`src/rtl/pipe_stall_ctrl.sv`:
```
// pipe_stall_ctrl
// Consumer side of the stage-2 hazard interface. Turns single-cycle stall and
// flush requests into timed multi-cycle freeze/flush sequences for the
// pipeline register controls.
//
// Parameters:
//   STALL_CYCLES  cycles the front end is frozen per stall request (1..15)
//   FLUSH_CYCLES  cycles IF/ID flush + ID/EX bubble last per flush (1..15)
//
// Ports:
//   clk          in   pipeline clock, rising edge
//   rst_n        in   synchronous active-low reset
//   stall_req    in   stage-2 hazard stall request (single-cycle trigger)
//   hold_req     in   level hold of the front end
//   flush_req    in   stage-4 taken-branch flush request
//   pc_we        out  PC write enable
//   ifid_we      out  IF/ID write enable
//   ifid_flush   out  clear IF/ID to NOP
//   idex_bubble  out  load NOP controls into ID/EX
//   exmem_flush  out  squash instruction entering EX/MEM
//   busy         out  pc_we low or any flush output high
//   state        out  FSM state (00 RUN, 01 STALL, 10 FLUSH)
//   stall_cycles out  saturating count of frozen cycles
//
// Optional feature macro: STALL_STATS_EN enables the stall_cycles counter;
// without it stall_cycles is tied to zero.

module pipe_stall_ctrl #(
    parameter int STALL_CYCLES = 2,
    parameter int FLUSH_CYCLES = 1
) (
    input  logic        clk,
    input  logic        rst_n,
    input  logic        stall_req,
    input  logic        hold_req,
    input  logic        flush_req,
    output logic        pc_we,
    output logic        ifid_we,
    output logic        ifid_flush,
    output logic        idex_bubble,
    output logic        exmem_flush,
    output logic        busy,
    output logic [1:0]  state,
    output logic [15:0] stall_cycles
);

    generate
        if (STALL_CYCLES < 1 || STALL_CYCLES > 15) begin : g_bad_stall
            $fatal(1, "pipe_stall_ctrl: STALL_CYCLES out of range 1..15");
        end
        if (FLUSH_CYCLES < 1 || FLUSH_CYCLES > 15) begin : g_bad_flush
            $fatal(1, "pipe_stall_ctrl: FLUSH_CYCLES out of range 1..15");
        end
    endgenerate

    // The request cycle itself counts as the first cycle, so the counter is
    // loaded with N-2 and the sequence ends when it reads zero.
    localparam logic [3:0] STALL_LOAD = (STALL_CYCLES > 1) ? 4'(STALL_CYCLES - 2) : 4'd0;
    localparam logic [3:0] FLUSH_LOAD = (FLUSH_CYCLES > 1) ? 4'(FLUSH_CYCLES - 2) : 4'd0;

    typedef enum logic [1:0] {
        ST_RUN     = 2'b00,
        ST_STALL   = 2'b01,
        ST_FLUSH   = 2'b10,
        ST_ILLEGAL = 2'b11
    } state_t;

    state_t     r_state;
    state_t     w_next_state;
    logic [3:0] r_cnt;
    logic [3:0] w_next_cnt;

    logic w_pc_we;
    logic w_ifid_we;
    logic w_ifid_flush;
    logic w_idex_bubble;
    logic w_exmem_flush;
    logic w_flush_start;

    always_ff @(posedge clk) begin
        if (!rst_n) begin
            r_state <= ST_RUN;
            r_cnt   <= '0;
        end else begin
            r_state <= w_next_state;
            r_cnt   <= w_next_cnt;
        end
    end

    always_comb begin
        w_next_state  = r_state;
        w_next_cnt    = r_cnt;
        w_pc_we       = 1'b1;
        w_ifid_we     = 1'b1;
        w_ifid_flush  = 1'b0;
        w_idex_bubble = 1'b0;
        w_exmem_flush = 1'b0;
        w_flush_start = 1'b0;

        if (rst_n) begin
            case (r_state)
                ST_RUN: begin
                    if (flush_req) begin
                        w_flush_start = 1'b1;
                    end else if (stall_req) begin
                        w_pc_we       = 1'b0;
                        w_ifid_we     = 1'b0;
                        w_idex_bubble = 1'b1;
                        if (STALL_CYCLES > 1) begin
                            w_next_state = ST_STALL;
                            w_next_cnt   = STALL_LOAD;
                        end
                    end else if (hold_req) begin
                        w_pc_we       = 1'b0;
                        w_ifid_we     = 1'b0;
                        w_idex_bubble = 1'b1;
                    end
                end
                ST_STALL: begin
                    if (flush_req) begin
                        w_flush_start = 1'b1;
                    end else begin
                        w_pc_we       = 1'b0;
                        w_ifid_we     = 1'b0;
                        w_idex_bubble = 1'b1;
                        if (r_cnt == 4'd0) begin
                            w_next_state = ST_RUN;
                        end else begin
                            w_next_cnt = r_cnt - 4'd1;
                        end
                    end
                end
                ST_FLUSH: begin
                    w_ifid_flush  = 1'b1;
                    w_idex_bubble = 1'b1;
                    if (flush_req) begin
                        w_flush_start = 1'b1;
                    end else if (r_cnt == 4'd0) begin
                        w_next_state = ST_RUN;
                    end else begin
                        w_next_cnt = r_cnt - 4'd1;
                    end
                end
                default: begin
                    w_next_state = ST_RUN;
                    w_next_cnt   = '0;
                end
            endcase

            // A flush from any state: same outputs and the same transition,
            // which also covers restarting a flush already in progress.
            if (w_flush_start) begin
                w_pc_we       = 1'b1;
                w_ifid_we     = 1'b1;
                w_ifid_flush  = 1'b1;
                w_idex_bubble = 1'b1;
                w_exmem_flush = 1'b1;
                if (FLUSH_CYCLES > 1) begin
                    w_next_state = ST_FLUSH;
                    w_next_cnt   = FLUSH_LOAD;
                end else begin
                    w_next_state = ST_RUN;
                    w_next_cnt   = '0;
                end
            end
        end
    end

    assign pc_we       = w_pc_we;
    assign ifid_we     = w_ifid_we;
    assign ifid_flush  = w_ifid_flush;
    assign idex_bubble = w_idex_bubble;
    assign exmem_flush = w_exmem_flush;
    assign busy        = !w_pc_we || w_ifid_flush || w_exmem_flush;
    assign state       = r_state;

`ifdef STALL_STATS_EN
    logic [15:0] r_stall_cycles;

    always_ff @(posedge clk) begin
        if (!rst_n) begin
            r_stall_cycles <= '0;
        end else if (!w_pc_we && r_stall_cycles != '1) begin
            r_stall_cycles <= r_stall_cycles + 16'd1;
        end
    end

    assign stall_cycles = r_stall_cycles;
`else
    assign stall_cycles = '0;
`endif

endmodule

```
`config.mk`:
```
export PLATFORM = sky130hd
export DESIGN_NAME = pipe_stall_ctrl
export DESIGN_NICKNAME = d
export VERILOG_FILES = /design/src/rtl/pipe_stall_ctrl.sv
export SDC_FILE = /design/constraint.sdc
export NUM_CORES = 1
export LEC_CHECK = 0
export ABC_AREA = 1
export CORE_AREA = 2 2 40 42
export CTS_CLUSTER_SIZE = 10
export DETAILED_ROUTE_END_ITERATION = 8
export DIE_AREA = 0 0 42 44
export PLACE_DENSITY = 0.75
export RECOVER_POWER = 50
export SYNTH_ARGS = -nofsm -noshare
export SYNTH_HDL_FRONTEND = slang
export SYNTH_SLANG_ARGS = --single-unit
```
`constraint.sdc`:
```
create_clock -name clk -period 1.2 [get_ports clk]
set_input_delay 0.24 -clock clk [delete_from_list [all_inputs] [get_ports clk]]
set_output_delay 0.24 -clock clk [all_outputs]
set_load 0.02 [all_outputs]
```
==> results.yml <==
clocking:
  root_buffer: "clkbuf_4"
  cts_sinks: 5
  clock_path_buffers: 2
  cts_buffers: 3
  cts-hold-fix-buffers: 0
  clock_latency_ns: 0.24
  cts_tree: "yes"
  clk_transition_reported_paths_ns: 0.04
  htreeDepth: 1
run_status:
  status: "complete, but fails checks"
  violations: "negative setup slack"
layout:
  layout.nets: 101
  syn2layout_area_growth_pct: 30.7
  n_fill_cell: 157
  stdcell_count: 109
  final_core_util_pct: 44.7
  insertedDiodeCount: 0
  final_cell_mix: "17 x conb_1, 9 x buf_4, 8 x nand2_1, 8 x nor2_1, 7 x inv_1"
  drive_gt1_share_pct: 41.9
  mostFrequentLayoutCell: "conb_1"
place:
  dpl.hpwl_um: 764
  portBuffers: 11
  dpl.cell_count: 103
  gp_congestion: 0.761
setup_path:
  worstPathRequired_ns: 0.96
  start_kind: "flop"
  crit_fanout: 4
  path_class: "flop to primary output"
  crit_arrival_ns: 1.02
  worstSetupEndpointType: "primary output"
  cpMostUsedCell: "nand2_2"
  cpMaxStageDelayCell: "dfxtp_2"
  crit_family: "flip-flops"
  cp.buffers_inverters: 2
  max_stage_delay_ns: 0.31
  path_cells: "inv_2, nand2_2, o21ai_4, nand2_2, buf_6"
sta:
  period_share_pct: 105
  fin_ws_ns: -0.0585
  rsz0062_at_grt: "yes"
  setup_viol: 4
  max_freq_mhz: 795
  fin_crit_ns: 1.26
  hold_viol_final: 0
  finalClockSkew_ns: 0.000366
  fin_tns_setup_ns: -0.217
  drv_slew: 0
floorplanning:
  num_rows: 14
  io_pins: 29
  dieHeight_um: 44
  die_area_um2: 1850
  core_um2: 1420
  die_w_um: 42
  initial_core_util_pct: 34.2
grt:
  overflow: 0
  grt_max_degree: 6
  grt_pass1_vias: 375
  grt_pass1_wl_um: 1440
  grt_usage_pct: 10.1
  antenna_found_initial: 0
routing:
  route.detailed.drc: 0
  vias_per_cell: 3.86
  drtAntennaViolNets: 0
  first_pass_iters: 4
  post_drt_wl_per_cell_um: 8.58
  vias: 421
  first_iter_violations: 3
  drt-total-wl_um: 935
logic_synthesis:
  netlist_instances: 72
  synth.area.top_cells: "buf_4 29%, dfxtp_1 21%, nand2_1 9.3%, inv_1 7.7%, nor2_1 7.0%"
  syn_area_per_cell_um2: 6.74
  synth-seq-cells: 5
  yosysTopAreaCellShare_pct: 29.4
  ys_warn_count: 0
  synth_cell_type_count: 19
  synth_area_um2: 485
  ys_seq_area_share_pct: 20.6
  synth_top_area_cell: "buf_4"
power_and_ir_drop:
  power_density_nw_per_um2: 883
  peakVddDrop_v: 0.000620
  power_leakage_nw: 0.338
worst_hold_path:
  hp-class: "primary input to flop"
job:
  maxCapViolations: 0
-- synthesized netlist by cell type --
| cell type | n |
|---|---|
| nor2_1 | 9 |
| dfxtp_1 | 5 |
| xnor2_1 | 1 |
| a21oi_1 | 1 |
| nand2_1 | 12 |
| nand2_4 | 1 |
| nand3_1 | 1 |
| buf_4 | 19 |
| nand2_2 | 1 |
| nand4_1 | 1 |
| o21ai_2 | 1 |
| inv_1 | 10 |
| nor3_1 | 1 |
| inv_2 | 2 |
| ha_1 | 2 |
| o21ai_1 | 1 |
| a21oi_2 | 2 |
| conb_1 | 1 |
| nor2_4 | 1 |
-- per-stage QoR --
step | power [mW] | hold WS [ns] | setup WS [ns] | instance area (um^2)
after floorplan | 0.347 | 0.345 | 0.00505 | 563
after global placement | 0.367 | 0.478 | -0.684 | 599
after CTS | 0.568 | 0.391 | -0.0724 | 623
after detailed placement | 0.371 | 0.485 | -0.682 | 599
after global routing | 0.603 | 0.404 | -0.129 | 634
final | 0.560 | 0.401 | -0.0585 | 634
-- sequential cells by signal (all words and copies together) (netlist names) --
signal / flops
state: 1
r_cnt: 4
-- final timing paths --
path | startpoint | to | slack (ns) | cells after the start
max | state[0] | idex_bubble | -0.06 | 5
min | rst_n | state[0] | 0.40 | 3
max reg2reg | r_cnt[0] | r_cnt[2] | 0.05 | 9
min reg2reg | r_cnt[1] | r_cnt[1] | 0.49 | 2
-- routing by layer --
metal / GRT usage, % / up-vias / share of wire, %
met1: 10.6 / 182 / 38
li1: - / 220 / -
met4: 5.81 / 0 / 0
met2: 18.1 / 19 / 51
met5: 0 / - / 0
met3: 2.92 / 0 / 10
-- final cells by class --
cell class / instances / area [um^2] / area share, %
inverter: 12 / 47.5 / 7.50
tap: 16 / 20.0 / 3.16
clock buffer: 4 / 26.3 / 4.14
multi-input combinational: 52 / 280 / 44.2
sequential: 5 / 104 / 16.4
timing repair buffer: 20 / 156 / 24.7
-- cell families (layout without fill, tap and decap cells) --
kind of cell / count (synthesis) / count (layout) / share of synthesized area [%]
fa+ha+maj: 2 / 2 / 5.15
xor+xnor: 1 / 1 / 1.80
compound gates: 5 / 5 / 7.47
other cells: 1 / 17 / 0.772
simple gates: 27 / 27 / 25.5
flops: 5 / 5 / 20.6
buf+inv: 31 / 36 / 38.7
-- power breakdown --
group	switching (mW)	internal, mW	leakage (nW)
clock network	0.0658	0.126	0.0150
registers	0.00309	0.172	0.0419
logic	0.128	0.0658	0.281
total	0.197	0.363	0.338
-- worst register-to-register path, delay by kind of cell (launching register included) --
kind | cells | cell delay [ns]
adder cells (fa/ha/maj) | 1 | 0.17
buffers and inverters | 3 | 0.14
flip-flops | 1 | 0.33
AND/OR/NAND/NOR | 4 | 0.34
AO/OA/AOI/OAI | 1 | 0.12
-- repair_timing --
action	CTS	global route
gates resized for setup	36	9
endpoints found under the setup margin	7	10
hold endpoints to repair	0	0
pin swaps	1	3
buffers inserted	1	1
Power figures use the tool's default switching activity.
